**config.mk**
```make
export PLATFORM = sky130hd
export DESIGN_NAME = fft_frame_collector_flat
export DESIGN_NICKNAME = d
export VERILOG_FILES = /design/src/rtl/fft_frame_collector_if.sv /design/src/rtl/fft_frame_collector.sv /design/src/flat_wrapper.sv
export SDC_FILE = /design/constraint.sdc
export NUM_CORES = 1
export LEC_CHECK = 0
export BUFFER_PORTS_ARGS = -buffer_cell sky130_fd_sc_hd__buf_4
export CAP_MARGIN = 15
export CORE_MARGIN = 2
export CORE_UTILIZATION = 45
export CTS_CLUSTER_DIAMETER = 100
export DETAILED_ROUTE_END_ITERATION = 8
export REMOVE_ABC_BUFFERS = 1
export SLEW_MARGIN = 20
export SYNTH_ARGS = -nofsm -noshare
export SYNTH_HDL_FRONTEND = slang
export SYNTH_SLANG_ARGS = --single-unit
```
**constraint.sdc**
```tcl
create_clock -name clk -period 2.5 [get_ports clk]
set_input_delay 0.5 -clock clk [delete_from_list [all_inputs] [get_ports clk]]
set_output_delay 0.5 -clock clk [all_outputs]
set_load 0.05 [all_outputs]
```
**src/rtl/fft_frame_collector_if.sv**
```systemverilog
// fft_frame_collector_if
//  Bundles the sample stream, frame handshake and overrun status of the
//  FFT frame collector.
//  Ports (signals):
//   sample_in / sample_valid   codec sample and its 1-cycle strobe
//   frame_data / frame_valid   parallel frame to the FFT and its valid flag
//   frame_ready                consumer accepts the frame
//   fill_level                 samples currently held in the fill bank
//   overrun / overrun_count    sticky drop flag and saturating drop count
//   clear_overrun              synchronous clear of the overrun status
//  Modports: master = sample source / frame consumer, slave = collector.
interface fft_frame_collector_if #(
  parameter int N     = 16,
  parameter int W     = 16,
  parameter int CNT_W = 8
);
  localparam int LVL_W = $clog2(N) + 1;

  logic [W-1:0]     sample_in;
  logic             sample_valid;
  logic [N*W-1:0]   frame_data;
  logic             frame_valid;
  logic             frame_ready;
  logic [LVL_W-1:0] fill_level;
  logic             overrun;
  logic [CNT_W-1:0] overrun_count;
  logic             clear_overrun;

  modport master (
    output sample_in, sample_valid, frame_ready, clear_overrun,
    input  frame_data, frame_valid, fill_level, overrun, overrun_count
  );

  modport slave (
    input  sample_in, sample_valid, frame_ready, clear_overrun,
    output frame_data, frame_valid, fill_level, overrun, overrun_count
  );
endinterface

```
**src/rtl/fft_frame_collector.sv**
```systemverilog
// fft_frame_collector
//  Gathers consecutive signed audio samples into N-sample frames and presents
//  each complete frame as one parallel word feeding the FFT inputs t0..tN-1.
//  Samples land in bit-reversed slot order (BIT_REVERSE=1) for a radix-2 DIT
//  first stage. Two banks ping-pong: one fills while the other is held at the
//  output until the consumer takes it.
//  Ports:
//   clk      system clock, rising edge
//   reset_n  asynchronous active-low reset
//   bus      fft_frame_collector_if.slave (sample stream, frame handshake,
//            fill level, overrun status and clear)
module fft_frame_collector #(
  parameter int N           = 16,
  parameter int W           = 16,
  parameter int BIT_REVERSE = 1,
  parameter int CNT_W       = 8
) (
  input logic                  clk,
  input logic                  reset_n,
  fft_frame_collector_if.slave bus
);
  localparam int LOG2N = $clog2(N);
  localparam int LVL_W = LOG2N + 1;

  typedef enum logic {
    ST_FILL,
    ST_FULL
  } state_t;

  state_t           state, state_next;
  logic [W-1:0]     bank [2][N];
  logic             fill_sel, fill_sel_next;
  logic [LVL_W-1:0] fill_level, fill_level_next;
  logic             frame_valid, frame_valid_next;
  logic             overrun, overrun_next;
  logic [CNT_W-1:0] overrun_count, overrun_count_next;
  logic             out_free;
  logic             write_en;
  logic             frame_done;
  logic             swap;
  logic             drop;
  logic [LOG2N-1:0] wr_idx;

  // Slot for the next sample: the fill count, optionally bit-reversed.
  always_comb begin
    wr_idx = '0;
    for (int b = 0; b < LOG2N; b++) begin
      if (BIT_REVERSE != 0) wr_idx[b] = fill_level[LOG2N-1-b];
      else                  wr_idx[b] = fill_level[b];
    end
  end

  // Fill-side decision. The swap check is evaluated combinationally both on
  // the edge that completes a frame and on every FULL cycle, so a frame can be
  // handed over in the same clock its last sample is written.
  always_comb begin
    out_free           = !frame_valid || bus.frame_ready;
    write_en           = 1'b0;
    frame_done         = 1'b0;
    drop               = 1'b0;
    swap               = 1'b0;
    state_next         = state;
    fill_level_next    = fill_level;
    fill_sel_next      = fill_sel;
    frame_valid_next   = frame_valid;
    overrun_next       = overrun;
    overrun_count_next = overrun_count;

    case (state)
      ST_FILL: begin
        write_en   = bus.sample_valid;
        frame_done = write_en && (fill_level == LVL_W'(N - 1));
        if (frame_done) begin
          if (out_free) swap = 1'b1;
          else          state_next = ST_FULL;
        end
      end
      ST_FULL: begin
        // Samples arriving while full are dropped, including in the swap cycle.
        drop = bus.sample_valid;
        if (out_free) begin
          swap       = 1'b1;
          state_next = ST_FILL;
        end
      end
      default: state_next = ST_FILL;
    endcase

    if (swap) begin
      fill_level_next = '0;
      fill_sel_next   = ~fill_sel;
    end else if (write_en) begin
      fill_level_next = fill_level + LVL_W'(1);
    end

    // A swap keeps frame_valid high even when the old frame is taken, giving
    // back-to-back frames.
    if (swap)                            frame_valid_next = 1'b1;
    else if (frame_valid && bus.frame_ready) frame_valid_next = 1'b0;

    // Clear has priority over a drop in the same cycle.
    if (bus.clear_overrun) begin
      overrun_next       = 1'b0;
      overrun_count_next = '0;
    end else if (drop) begin
      overrun_next = 1'b1;
      if (overrun_count != '1) overrun_count_next = overrun_count + CNT_W'(1);
    end
  end

  // Control state registers.
  always_ff @(posedge clk or negedge reset_n) begin
    if (!reset_n) begin
      state         <= ST_FILL;
      fill_sel      <= 1'b0;
      fill_level    <= '0;
      frame_valid   <= 1'b0;
      overrun       <= 1'b0;
      overrun_count <= '0;
    end else begin
      state         <= state_next;
      fill_sel      <= fill_sel_next;
      fill_level    <= fill_level_next;
      frame_valid   <= frame_valid_next;
      overrun       <= overrun_next;
      overrun_count <= overrun_count_next;
    end
  end

  // Sample banks. The write uses the pre-swap fill_sel, so the Nth sample
  // lands in the bank that becomes the output bank at the same edge.
  always_ff @(posedge clk or negedge reset_n) begin
    if (!reset_n) begin
      for (int b = 0; b < 2; b++) begin
        for (int s = 0; s < N; s++) begin
          bank[b][s] <= '0;
        end
      end
    end else if (write_en) begin
      bank[fill_sel][wr_idx] <= bus.sample_in;
    end
  end

  // The output bank is always the one not being filled.
  always_comb begin
    bus.frame_data = '0;
    for (int j = 0; j < N; j++) begin
      bus.frame_data[j*W +: W] = bank[~fill_sel][j];
    end
  end

  assign bus.frame_valid   = frame_valid;
  assign bus.fill_level    = fill_level;
  assign bus.overrun       = overrun;
  assign bus.overrun_count = overrun_count;
endmodule

```
**src/flat_wrapper.sv**
```systemverilog
// flat-port wrapper written by rule: the top's interface ports become plain ports
module fft_frame_collector_flat 
#(
  parameter int N           = 16,
  parameter int W           = 16,
  parameter int BIT_REVERSE = 1,
  parameter int CNT_W       = 8
)
  (clk, reset_n, bus_sample_in, bus_sample_valid, bus_frame_ready, bus_clear_overrun, bus_frame_data, bus_frame_valid, bus_fill_level, bus_overrun, bus_overrun_count);
  fft_frame_collector_if #(.N(N), .W(W), .CNT_W(CNT_W)) bus_i ();
  input logic clk;
  input logic reset_n;
  input wire logic [$bits(bus_i.sample_in)-1:0] bus_sample_in;
  input wire logic [$bits(bus_i.sample_valid)-1:0] bus_sample_valid;
  input wire logic [$bits(bus_i.frame_ready)-1:0] bus_frame_ready;
  input wire logic [$bits(bus_i.clear_overrun)-1:0] bus_clear_overrun;
  output wire logic [$bits(bus_i.frame_data)-1:0] bus_frame_data;
  output wire logic [$bits(bus_i.frame_valid)-1:0] bus_frame_valid;
  output wire logic [$bits(bus_i.fill_level)-1:0] bus_fill_level;
  output wire logic [$bits(bus_i.overrun)-1:0] bus_overrun;
  output wire logic [$bits(bus_i.overrun_count)-1:0] bus_overrun_count;
  assign bus_i.sample_in = bus_sample_in;
  assign bus_i.sample_valid = bus_sample_valid;
  assign bus_i.frame_ready = bus_frame_ready;
  assign bus_i.clear_overrun = bus_clear_overrun;
  assign bus_frame_data = bus_i.frame_data;
  assign bus_frame_valid = bus_i.frame_valid;
  assign bus_fill_level = bus_i.fill_level;
  assign bus_overrun = bus_i.overrun;
  assign bus_overrun_count = bus_i.overrun_count;
  fft_frame_collector #(.N(N), .W(W), .BIT_REVERSE(BIT_REVERSE), .CNT_W(CNT_W)) u_core (.clk(clk), .reset_n(reset_n), .bus(bus_i));
endmodule
```
==> key figures <==
GRT
  • Total Routing Usage GR: 22.4%
  • GRT Residual Overflow: 0
  • Vias in the first global route: 14,448
  • Pin count of the biggest net entering global routing: 84
  • Antenna violations before repair: 0
  • First-pass GRT wire length: 90,500 µm

Synthesis
  • Synthesized flop and latch total: 529
  • Post-synth EDFFs: 0
  • Post-synthesis sequential area ratio: 56.6%
  • Synth top area cells: dfrtp_1 (57%), mux2_2 (37%), clkbuf_1 (0.88%), buf_2 (0.81%), buf_4 (0.61%)
  • Synth cell types: 41
  • Synth Area per Inst: roughly 15 µm²
  • Most used DFF post-synth: dfrtp_1
  • Mapped cell area: 23,400 µm²
  • Cell count after synthesis: 1,547
  • Leading area contributor after synthesis: dfrtp_1
  • Yosys top cell area share: a little under three fifths
  • Post-synth top cells: mux2_2 (769), dfrtp_1 (529), clkbuf_1 (55)
  • Synthesis Warnings: 0
  • Count leader, synth: mux2_2
  • Asr flop ratio synth: 100%

Layout
  • Nets: roughly 1,900
  • Area Overhead vs Synth: 26.6%
  • Diodes inserted: 0
  • Fin area: 29,600 µm²
  • Layout cells sized above 1: 66.6%

Hold path
  • Worst Hold Class: in -> reg

STA
  • Final min period: around 2.6 ns
  • Fin. max-slew vios: 0
  • Slew headroom: 59.8%
  • Final WS setup: -0.0725 ns
  • Final hold violations: 0
  • Max Clock Freq: a little under 400 MHz
  • Final number of setup-violating endpoints: 207
  • Worst-margin pin slew: 0.603 ns
  • Skew final: 0.0178 ns
  • Tcrit/Tclk final: 103%
  • RSZ-0062 raised after global routing: true

Placed design
  • DPL Wire Length: 36,600 µm
  • Dpl cell area: about 26,000 µm²
  • # port buffers: 291
  • GPL Wtd Cong: 0.789
  • Dpl ws: 0.104 ns

Floorplanning
  • Full die area: 53,800 µm²
  • Die Y: 232 µm
  • Row count: between 80 and 90
  • Starting Density: 45.5%
  • # IOs: 292
  • Total core area: between 50,000 and 60,000 µm²
  • Die Wd: ~230 µm

Worst setup path
  • WP data arrival: 2.07 ns
  • Critical path's slowest cell: dfrtp_4
  • CP endpoint kind: primary output
  • CP cell instances: buf_8 > buf_12 > buf_16 > mux2_4 > buf_6
  • CP required: 2.00 ns
  • Worst-path fanout max: 15
  • CP Launch Type: flip-flop
  • Family with the most delay on the worst path: buffers and inverters
  • CP max stage delay: ~0.5 ns
  • CP Class: reg -> out
  • CP bufs+invs: 4

Pwr
  • Maximum VDD drop: 1.07 mV
  • Leak pwr: roughly 14 nW
  • Power, Total: 34.4 mW
  • Power per cell area: 1160 nW/µm²

Clock network
  • Worst-path clk slew: around 0.060 ns
  • Total CTS buffers: 58
  • CTS root buf: clkbuf_16
  • CTS max path bufs: 3
  • Clock sink count: 529
  • CTS HTree Levels: 2
  • Clk_lat worst skew: 0.61 ns
  • CTS tree: yes

Drt
  • Via count: 13,770
  • Drt total wl: roughly 61,000 µm
  • Remaining DRCs: 0
  • Remaining antenna violation count: 0
  • Drt first pass iters: 4
  • Vias per Instance: 5.34
  • First DRT Iteration DRCs: 605
  • DR WL/cell: 23.6 µm

Status
  • Violated checks: setup timing
  • Outcome: complete, but fails checks

Job
  • Max_cap viols: 0
[flip-flops by register name, summed over array words and instances (netlist names)]
| name | count |
|---|---|
| u_core.fill_sel | 1 |
| u_core.bus.fill_level | 5 |
| u_core.state | 1 |
| u_core.bank | 512 |
| u_core.bus.overrun | 1 |
| u_core.bus.frame_valid | 1 |
| u_core.bus.overrun_count | 8 |
[what timing repair did]
item                                   CTS  global route
buffers inserted                        11             0
setup endpoints to repair              252           345
pin swaps                                0             0
gates cloned                             2             8
endpoints found under the hold margin   35             0
gates resized for setup                159            70
hold buffers                             1             0
[layout by cell type (no fill, tap or decap), drive strengths merged, types with 3 or more instances in the layout]
master and instances:
mux2 769, dfrtp 529, buf 364, clkbuf 97, nand2 25, nor2 16
inv 9, nor3b 9, clkinv 8, a21oi 7, nand3b 7, nand2b 6
ha 6, and3 4, a211oi 4, nand3 4, nor4 4, and4 3
o21ai 3, nor2b 3, nor3 3
[logic make-up after synthesis]
family | count (synthesis) | share of synthesized area, %
buffers and inverters | 130 | 2.88
muxes | 770 | 37.0
AOI/OAI and AO/OA | 17 | 0.449
xor gates and xnor gates | 2 | 0.0749
and+or+nand+nor | 93 | 2.66
DFF | 529 | 56.6
adders and majority gates | 6 | 0.321
[stage by stage]
stage               utilization (%)  instances  hold slack [ns]  setup TNS [ns]
global route                   57.6       2579            0.136          -19.69
detailed placement             51.5       2454            0.484               0
floorplan                         -       1424            0.204        -3707.18
CTS                            56.8       2571            0.104          -14.73
global placement               51.5       2454            0.481               0
finish                         57.6       2579            0.145           -5.56
[where the power goes]
group          switching, mW  internal [mW]
logic                   7.40           5.81
registers               1.34           11.4
clock network           3.42           5.09
total                   12.2           22.3
[layout make-up]
type	instances	area, µm²
well taps	680	851
clock inverters	13	125
clock buffers	90	1790
repair buffers	372	4060
flip-flops and latches	529	13200
fillers	4177	21800
inverters	7	26.3
multi-input cells	888	9530
[layer usage]
metal	global-route usage [%]	up-vias	routed length, µm
met2	35.6	258	29100
li1	-	6144	-
met1	31.2	7300	27800
met3	5.12	68	2870
met4	5.15	0	1110
met5	0	-	0
[worst paths after layout]
check                           slack [ns]  cells past startpoint              start                          end
worst min register to register        0.50                      1   u_core.bank[375]             u_core.bank[375]
worst max-delay path                 -0.07                      5    u_core.fill_sel           bus_frame_data[15]
worst min-delay path                  0.15                      2  bus_clear_overrun  u_core.bus.overrun_count[2]
worst max register to register        0.27                      6    u_core.fill_sel             u_core.bank[344]
min in group asynchronous             0.45                      2            reset_n             u_core.bank[201]
max in group asynchronous             1.19                      3            reset_n             u_core.bank[323]
Power figures use the tool's default switching activity.
